$ cat src/rtl/usb_stat_matcher.sv
// Multi-channel USB STAT pattern/mask match monitor with saturating counters, first-match
// capture and ordered-sequence trigger. Define USB_STAT_MATCH_TIMESTAMP_EN for timestamps.
module usb_stat_matcher #(
    parameter int         pNUM_CHANNELS    = 4,
    parameter int         pSTAT_WIDTH      = 5,
    parameter int         pCOUNT_WIDTH     = 16,
    parameter int         pTIMESTAMP_WIDTH = 24,
    parameter int         pBYTECNT_SIZE    = 7,
    parameter logic [1:0] pREG_SELECT      = 2'b11
) (
    input  logic                     cwusb_clk,
    input  logic                     reset_n,
    input  logic [7:0]               reg_address,
    input  logic [pBYTECNT_SIZE-1:0] reg_bytecnt,
    input  logic                     reg_addrvalid,
    input  logic                     reg_read,
    input  logic                     reg_write,
    input  logic [7:0]               write_data,
    output logic [7:0]               read_data,
    output logic                     selected,
    input  logic [pSTAT_WIDTH-1:0]   I_stat,
    input  logic                     I_arm,
    output logic [pNUM_CHANNELS-1:0] O_channel_matched,
    output logic                     O_match_any,
    output logic                     O_seq_done
);
    localparam int NC = pNUM_CHANNELS;
    localparam int SW = pSTAT_WIDTH;
    localparam int CW = pCOUNT_WIDTH;
    localparam int BW = pBYTECNT_SIZE;
    localparam logic [0:0] ST_WAIT = 1'b0;
    localparam logic [0:0] ST_DONE = 1'b1;

    logic [5:0]            laddr;
    logic                  wr_en, restart;
    logic [7:0]            read_data_q, read_data_d;
    logic                  enable_q, enable_d, seq_mode_q, seq_mode_d;
    logic [NC-1:0][SW-1:0] pattern_q, pattern_d, mask_q, mask_d;
    logic [7:0]            chan_sel_q, chan_sel_d;
    logic [SW-1:0]         stat_q;
    logic                  arm_q, arm_r_q;
    logic [NC-1:0]         match, evt, match_r_q;
    logic [NC-1:0]         flags_q, flags_d;
    logic [NC-1:0][CW-1:0] count_q, count_d;
    logic [NC-1:0][SW-1:0] captured_q, captured_d;
    logic [0:0]            state_q, state_d;
    logic [2:0]            seq_index_q, seq_index_d;
`ifdef USB_STAT_MATCH_TIMESTAMP_EN
    localparam int TW = pTIMESTAMP_WIDTH;
    logic [TW-1:0]         ts_q, ts_d;
    logic [NC-1:0][TW-1:0] ts_cap_q, ts_cap_d;
`endif

    assign laddr             = reg_address[5:0];
    assign selected          = reg_addrvalid & (reg_address[7:6] == pREG_SELECT);
    assign wr_en             = selected & reg_write;
    assign restart           = (wr_en && laddr == 6'h00 && reg_bytecnt == '0 && write_data[2])
                             | (arm_q & ~arm_r_q);
    assign read_data         = read_data_q;
    assign O_channel_matched = flags_q;
    assign O_match_any       = |flags_q;
    assign O_seq_done        = (state_q == ST_DONE);

    always_comb begin
        for (int i = 0; i < NC; i++)
            match[i] = ((stat_q ^ pattern_q[i]) & mask_q[i]) == '0;
        evt = match & ~match_r_q;
    end

    // Register-window writes
    always_comb begin
        enable_d   = enable_q;
        seq_mode_d = seq_mode_q;
        pattern_d  = pattern_q;
        mask_d     = mask_q;
        chan_sel_d = chan_sel_q;
        if (wr_en) begin
            case (laddr)
                6'h00: if (reg_bytecnt == '0) begin
                    enable_d   = write_data[0];
                    seq_mode_d = write_data[1];
                end
                6'h02: for (int i = 0; i < NC; i++)
                    if (reg_bytecnt == BW'(i)) pattern_d[i] = write_data[SW-1:0];
                6'h03: for (int i = 0; i < NC; i++)
                    if (reg_bytecnt == BW'(i)) mask_d[i] = write_data[SW-1:0];
                6'h05: if (reg_bytecnt == '0) chan_sel_d = write_data;
                default: ;
            endcase
        end
    end

    // Match engine: counters, first-match capture, sequence FSM
    always_comb begin
        flags_d     = flags_q;
        count_d     = count_q;
        captured_d  = captured_q;
        state_d     = state_q;
        seq_index_d = seq_index_q;
`ifdef USB_STAT_MATCH_TIMESTAMP_EN
        ts_d        = ts_q;
        ts_cap_d    = ts_cap_q;
`endif
        if (restart) begin
            flags_d     = '0;
            count_d     = '0;
            captured_d  = '0;
            state_d     = ST_WAIT;
            seq_index_d = '0;
`ifdef USB_STAT_MATCH_TIMESTAMP_EN
            ts_d        = '0;
            ts_cap_d    = '0;
`endif
        end else if (enable_q) begin
`ifdef USB_STAT_MATCH_TIMESTAMP_EN
            if (ts_q != '1) ts_d = ts_q + TW'(1);
`endif
            for (int i = 0; i < NC; i++)
                if (evt[i] && count_q[i] != '1) count_d[i] = count_q[i] + CW'(1);
            if (!seq_mode_q) begin
                for (int i = 0; i < NC; i++) begin
                    if (evt[i] && !flags_q[i]) begin
                        flags_d[i]    = 1'b1;
                        captured_d[i] = stat_q;
`ifdef USB_STAT_MATCH_TIMESTAMP_EN
                        ts_cap_d[i]   = ts_q;
`endif
                    end
                end
            end else if (state_q == ST_WAIT) begin
                // Only the channel the sequence is waiting on may advance it
                for (int k = 0; k < NC; k++) begin
                    if (seq_index_q == 3'(k) && evt[k]) begin
                        flags_d[k]    = 1'b1;
                        captured_d[k] = stat_q;
`ifdef USB_STAT_MATCH_TIMESTAMP_EN
                        ts_cap_d[k]   = ts_q;
`endif
                        if (k == NC - 1) begin
                            state_d     = ST_DONE;
                            seq_index_d = '0;
                        end else begin
                            seq_index_d = 3'(k + 1);
                        end
                    end
                end
            end
        end
    end

    always_comb begin
        read_data_d = '0;
        if (selected && reg_read) begin
            case (laddr)
                6'h00: if (reg_bytecnt == '0) read_data_d = {6'b0, seq_mode_q, enable_q};
                6'h01: begin
                    if (reg_bytecnt == BW'(0)) read_data_d = 8'(flags_q);
                    if (reg_bytecnt == BW'(1)) read_data_d = {state_q == ST_DONE, 4'b0, seq_index_q};
                end
                6'h02: for (int i = 0; i < NC; i++)
                    if (reg_bytecnt == BW'(i)) read_data_d = 8'(pattern_q[i]);
                6'h03: for (int i = 0; i < NC; i++)
                    if (reg_bytecnt == BW'(i)) read_data_d = 8'(mask_q[i]);
                6'h04: for (int i = 0; i < NC; i++)
                    if (reg_bytecnt == BW'(i)) read_data_d = 8'(captured_q[i]);
                6'h05: if (reg_bytecnt == '0) read_data_d = chan_sel_q;
                6'h06: for (int i = 0; i < NC; i++)
                    for (int b = 0; b < CW / 8; b++)
                        if (chan_sel_q == 8'(i) && reg_bytecnt == BW'(b))
                            read_data_d = count_q[i][b*8 +: 8];
`ifdef USB_STAT_MATCH_TIMESTAMP_EN
                6'h07: for (int i = 0; i < NC; i++)
                    for (int b = 0; b < TW / 8; b++)
                        if (chan_sel_q == 8'(i) && reg_bytecnt == BW'(b))
                            read_data_d = ts_cap_q[i][b*8 +: 8];
`endif
                default: ;
            endcase
        end
    end

    always_ff @(posedge cwusb_clk or negedge reset_n) begin
        if (!reset_n) begin
            read_data_q <= '0;
            enable_q    <= 1'b0;
            seq_mode_q  <= 1'b0;
            pattern_q   <= '0;
            mask_q      <= '0;
            chan_sel_q  <= '0;
            stat_q      <= '0;
            arm_q       <= 1'b0;
            arm_r_q     <= 1'b0;
            match_r_q   <= '0;
            flags_q     <= '0;
            count_q     <= '0;
            captured_q  <= '0;
            state_q     <= ST_WAIT;
            seq_index_q <= '0;
`ifdef USB_STAT_MATCH_TIMESTAMP_EN
            ts_q        <= '0;
            ts_cap_q    <= '0;
`endif
        end else begin
            read_data_q <= read_data_d;
            enable_q    <= enable_d;
            seq_mode_q  <= seq_mode_d;
            pattern_q   <= pattern_d;
            mask_q      <= mask_d;
            chan_sel_q  <= chan_sel_d;
            stat_q      <= I_stat;
            arm_q       <= I_arm;
            arm_r_q     <= arm_q;
            match_r_q   <= match;
            flags_q     <= flags_d;
            count_q     <= count_d;
            captured_q  <= captured_d;
            state_q     <= state_d;
            seq_index_q <= seq_index_d;
`ifdef USB_STAT_MATCH_TIMESTAMP_EN
            ts_q        <= ts_d;
            ts_cap_q    <= ts_cap_d;
`endif
        end
    end
endmodule

$ cat config.mk
export PLATFORM = sky130hd
export DESIGN_NAME = usb_stat_matcher
export DESIGN_NICKNAME = d
export VERILOG_FILES = /design/src/rtl/usb_stat_matcher.sv
export SDC_FILE = /design/constraint.sdc
export NUM_CORES = 1
export LEC_CHECK = 0
export BUFFER_PORTS_ARGS = -buffer_cell sky130_fd_sc_hd__buf_2
export CAP_MARGIN = 5
export CORE_MARGIN = 5
export CORE_UTILIZATION = 45
export CTS_BUF_LIST = sky130_fd_sc_hd__clkbuf_8
export DETAILED_ROUTE_END_ITERATION = 10
export GPL_TIMING_DRIVEN = 1
export PLACE_DENSITY = 0.71
export SYNTH_ARGS = -nofsm -noshare
export SYNTH_HDL_FRONTEND = slang
export SYNTH_SLANG_ARGS = --single-unit
$ cat constraint.sdc
create_clock -name cwusb_clk -period 3.05 [get_ports cwusb_clk]
set_input_delay 0.61 -clock cwusb_clk [delete_from_list [all_inputs] [get_ports cwusb_clk]]
set_output_delay 0.61 -clock cwusb_clk [all_outputs]
set_load 0.01 [all_outputs]
==> results_dict.tcl <==
set metrics [dict create \
    outcome "finished clean" \
    grt_pass1_wl_mm 38.9 \
    syn_nets 908 \
    gp_congestion 0.950 \
    synth_top_area_share_pct 45.4 \
    crit_buf_inv 0 \
    required_ps 3390 \
    synthDistinctLibCells 79 \
    cts_buffer_depth 2 \
    grt_use_met2_pct 36.9 \
    clock_latency_ps 460 \
    worstPathMaxFanout 8 \
    cts_buffers 17 \
    core-area_mm2 0.0194 \
    hold_viol 0 \
    setup_violations 0 \
    die-area_mm2 0.0225 \
    io_pins 49 \
    period_needed_ps 2750 \
    timing.setup.tns_ps 0 \
    dr.pass1.iters 6 \
    placed_cell_area_mm2 0.00939 \
    total_power_uw 3900 \
    route.detailed.wl_per_inst_um 20.2 \
    syn_area_per_cell_um2 10.1 \
    hp-class "primary input to asynchronous set/reset pin" \
    power_density_mw_per_mm2 399 \
    drt-vias-per-instance 5.95 \
    grt_util_met1_pct 29.0 \
    synth_top_area_cell "dfrtp_1" \
    slew_violations 0 \
    crit_arrival_ps 3080 \
    skew_ps 13.1 \
    root_buffer "clkbuf_8" \
    postCtsSetupRepairBufs 0 \
    regToRegSetupSlack_ps 300 \
    drv_cap 0 \
    slowest_delay_ps 590 \
    synth_edf_count 0 \
    critical-path-top-delay-family "simple AND/OR/NAND/NOR gates" \
    drt_wl_total_mm 24.1 \
    fill_cells 1762 \
    synth-seq-cells 160 \
    postCtsHoldBufs 0 \
    antenna_found_initial 1 \
    seq_area_frac_synth_pct 45.4 \
    worstPathCellList "xor2_1 > a222oi_1 > and3b_1 > nand4_1 > nor4_1 > xnor2_1 > nor2_1" \
    vdd_drop_max_uv 331 \
    worst_pin_slew_ps 769 \
    ys_top_cells_by_area "dfrtp_1, mux2_2, xor2_1" \
    num_vias 7112 \
    cts.sinks 160 \
    synth_warnings 0 \
    final_area_mm2 0.00978 \
    grt.busiest_layer "met2" \
    timing.fmax_mhz 364 \
    num_rows 51 \
    hpwlAfterDp_mm 17.8 \
    final_cell_mix "dfrtp_1, nor2_1, nand2_1, mux2_2" \
    layout_commonest_cell "dfrtp_1" \
    start_kind "register" \
    portBuffers 48 \
    crit_cells 7 \
    slowest_stage "dfrtp_1" \
    syn_area_mm2 0.00882 \
    synth_cells 870 \
    seq_area_mm2 0.00400 \
    die_h_um 150 \
    initial_core_util_pct 45.5 \
    fin_nets 956 \
    synthArstFlopShare_pct 100 \
    multi_input_comb_area_mm2 0.00451 \
    antenna_left 0 \
    grt_usage_pct 22.3 \
    htree_levels 4 \
    end_kind "register" \
    area_growth_syn_to_layout_pct 10.9 \
    grt-ovfl-total 0 \
    antenna_cells 0 \
    synthFlopType "dfrtp_1" \
    die_x_um 150 \
    drive_gt1_share_pct 20.6 \
    cts_tree "built" \
    drc 0 \
    drt_iter0_drc 743 \
    critPathKind "register to register" \
    worst_slack_ps 302 \
    dp_slack_ps 253 \
    ctsResizeCount 0 \
    post-route-period-util_pct 90.1 \
    grtUsageMet3_pct 5.72 \
    clk_pin_slew_worst_paths_ps 80 \
    r2r.worst_path.cells 7 \
    grt_max_degree 71 \
    p_leak_uw 0.00443 \
    grt_pass1_vias 7092 \
    max_slew_margin_pct 48.7 \
    rsz0062_at_grt "no" \
]
[report_power, final]
| part | internal [uW] | switching (uW) | total [uW] |
|---|---|---|---|
| sequential | 2120 | 11.2 | 2140 |
| combinational | 53.8 | 145 | 199 |
| clock | 779 | 790 | 1570 |
| total | 2960 | 947 | 3900 |
[registers in the layout, indices dropped and copies added (netlist names)]
signal and flops:
count_q 64, captured_q 20, mask_q 20, pattern_q 20, chan_sel_q 8, read_data 8, stat_q 5, O_channel_matched 4
match_r_q 4, seq_index_q 2, O_seq_done 1, arm_q 1, arm_r_q 1, enable_q 1, seq_mode_q 1
[metrics by stage]
stage	instances	hold WS (ps)	utilization (%)
2_1_floorplan	870	314	-
3_3_place_gp	1164	357	48.4
4_1_cts	1195	180	50.4
6_report	1195	154	50.4
5_1_grt	1195	185	50.4
3_5_place_dp	1164	367	48.4
[synth_stat cells (6+ instances only)]
master    instances
dfrtp_1         160
mux2_1            8
nand2_1          49
o21ai_0          26
o22ai_1           9
and4_1            9
nand3_1          41
nor2_1          100
nand4_1          24
buf_2            15
xor2_1           47
clkbuf_1         20
inv_1            14
nand2b_1          6
a21oi_1          35
a222oi_1          7
and3_1           21
mux2i_1          32
a22oi_1          16
nor3_1           26
and2_1            6
or3_1            17
buf_4             6
xnor2_1          18
mux2_2           49
[layout make-up]
type                    count  share of cell area [%]
flip-flops and latches    160                    40.9
multi-input cells         648                    46.1
clock inverters            11                    1.19
inverters                  14                   0.537
repair buffers             77                    5.00
clock buffers              20                    2.81
well taps                 265                    3.39
[logic make-up after synthesis]
| group | count (synthesis) | synth area share (%) |
|---|---|---|
| adder cells (fa/ha/maj) | 4 | 0.568 |
| XOR/XNOR | 65 | 6.46 |
| buffers and inverters | 62 | 3.45 |
| flip-flops | 160 | 45.4 |
| multiplexers | 90 | 11.2 |
| AO/OA/AOI/OAI | 141 | 11.1 |
| AND/OR/NAND/NOR | 348 | 21.9 |
[layer usage]
metal | part of all wire [%] | vias to the layer above | wire length, um
met2 | 48 | 321 | 11600
met1 | 41 | 3462 | 9890
met5 | 0.046 | - | 11
li1 | - | 3275 | -
met4 | 2.3 | 2 | 546
met3 | 8.6 | 52 | 2080
[path summary, 6_finish.rpt]
kind	from	end
worst max register to register	stat_q[0]$_DFF_PN0_	count_q[13]$_DFFE_PN0P_
worst max-delay path	stat_q[0]$_DFF_PN0_	count_q[13]$_DFFE_PN0P_
max in group asynchronous	reset_n	mask_q[3]$_DFFE_PN0P_
min in group cwusb_clk	I_stat[0]	stat_q[0]$_DFF_PN0_
worst min register to register	arm_q$_DFF_PN0_	arm_r_q$_DFF_PN0_
worst min-delay path	reset_n	count_q[4]$_DFFE_PN0P_
[worst reg2reg max path, delay by kind of cell, from the launching register on]
family	cells	cell delay [ps]
DFF	1	590
and+or+nand+nor	4	1180
AOI/OAI and AO/OA	1	450
xor gates and xnor gates	2	410
No activity file was read; power rests on OpenSTA's default activity.
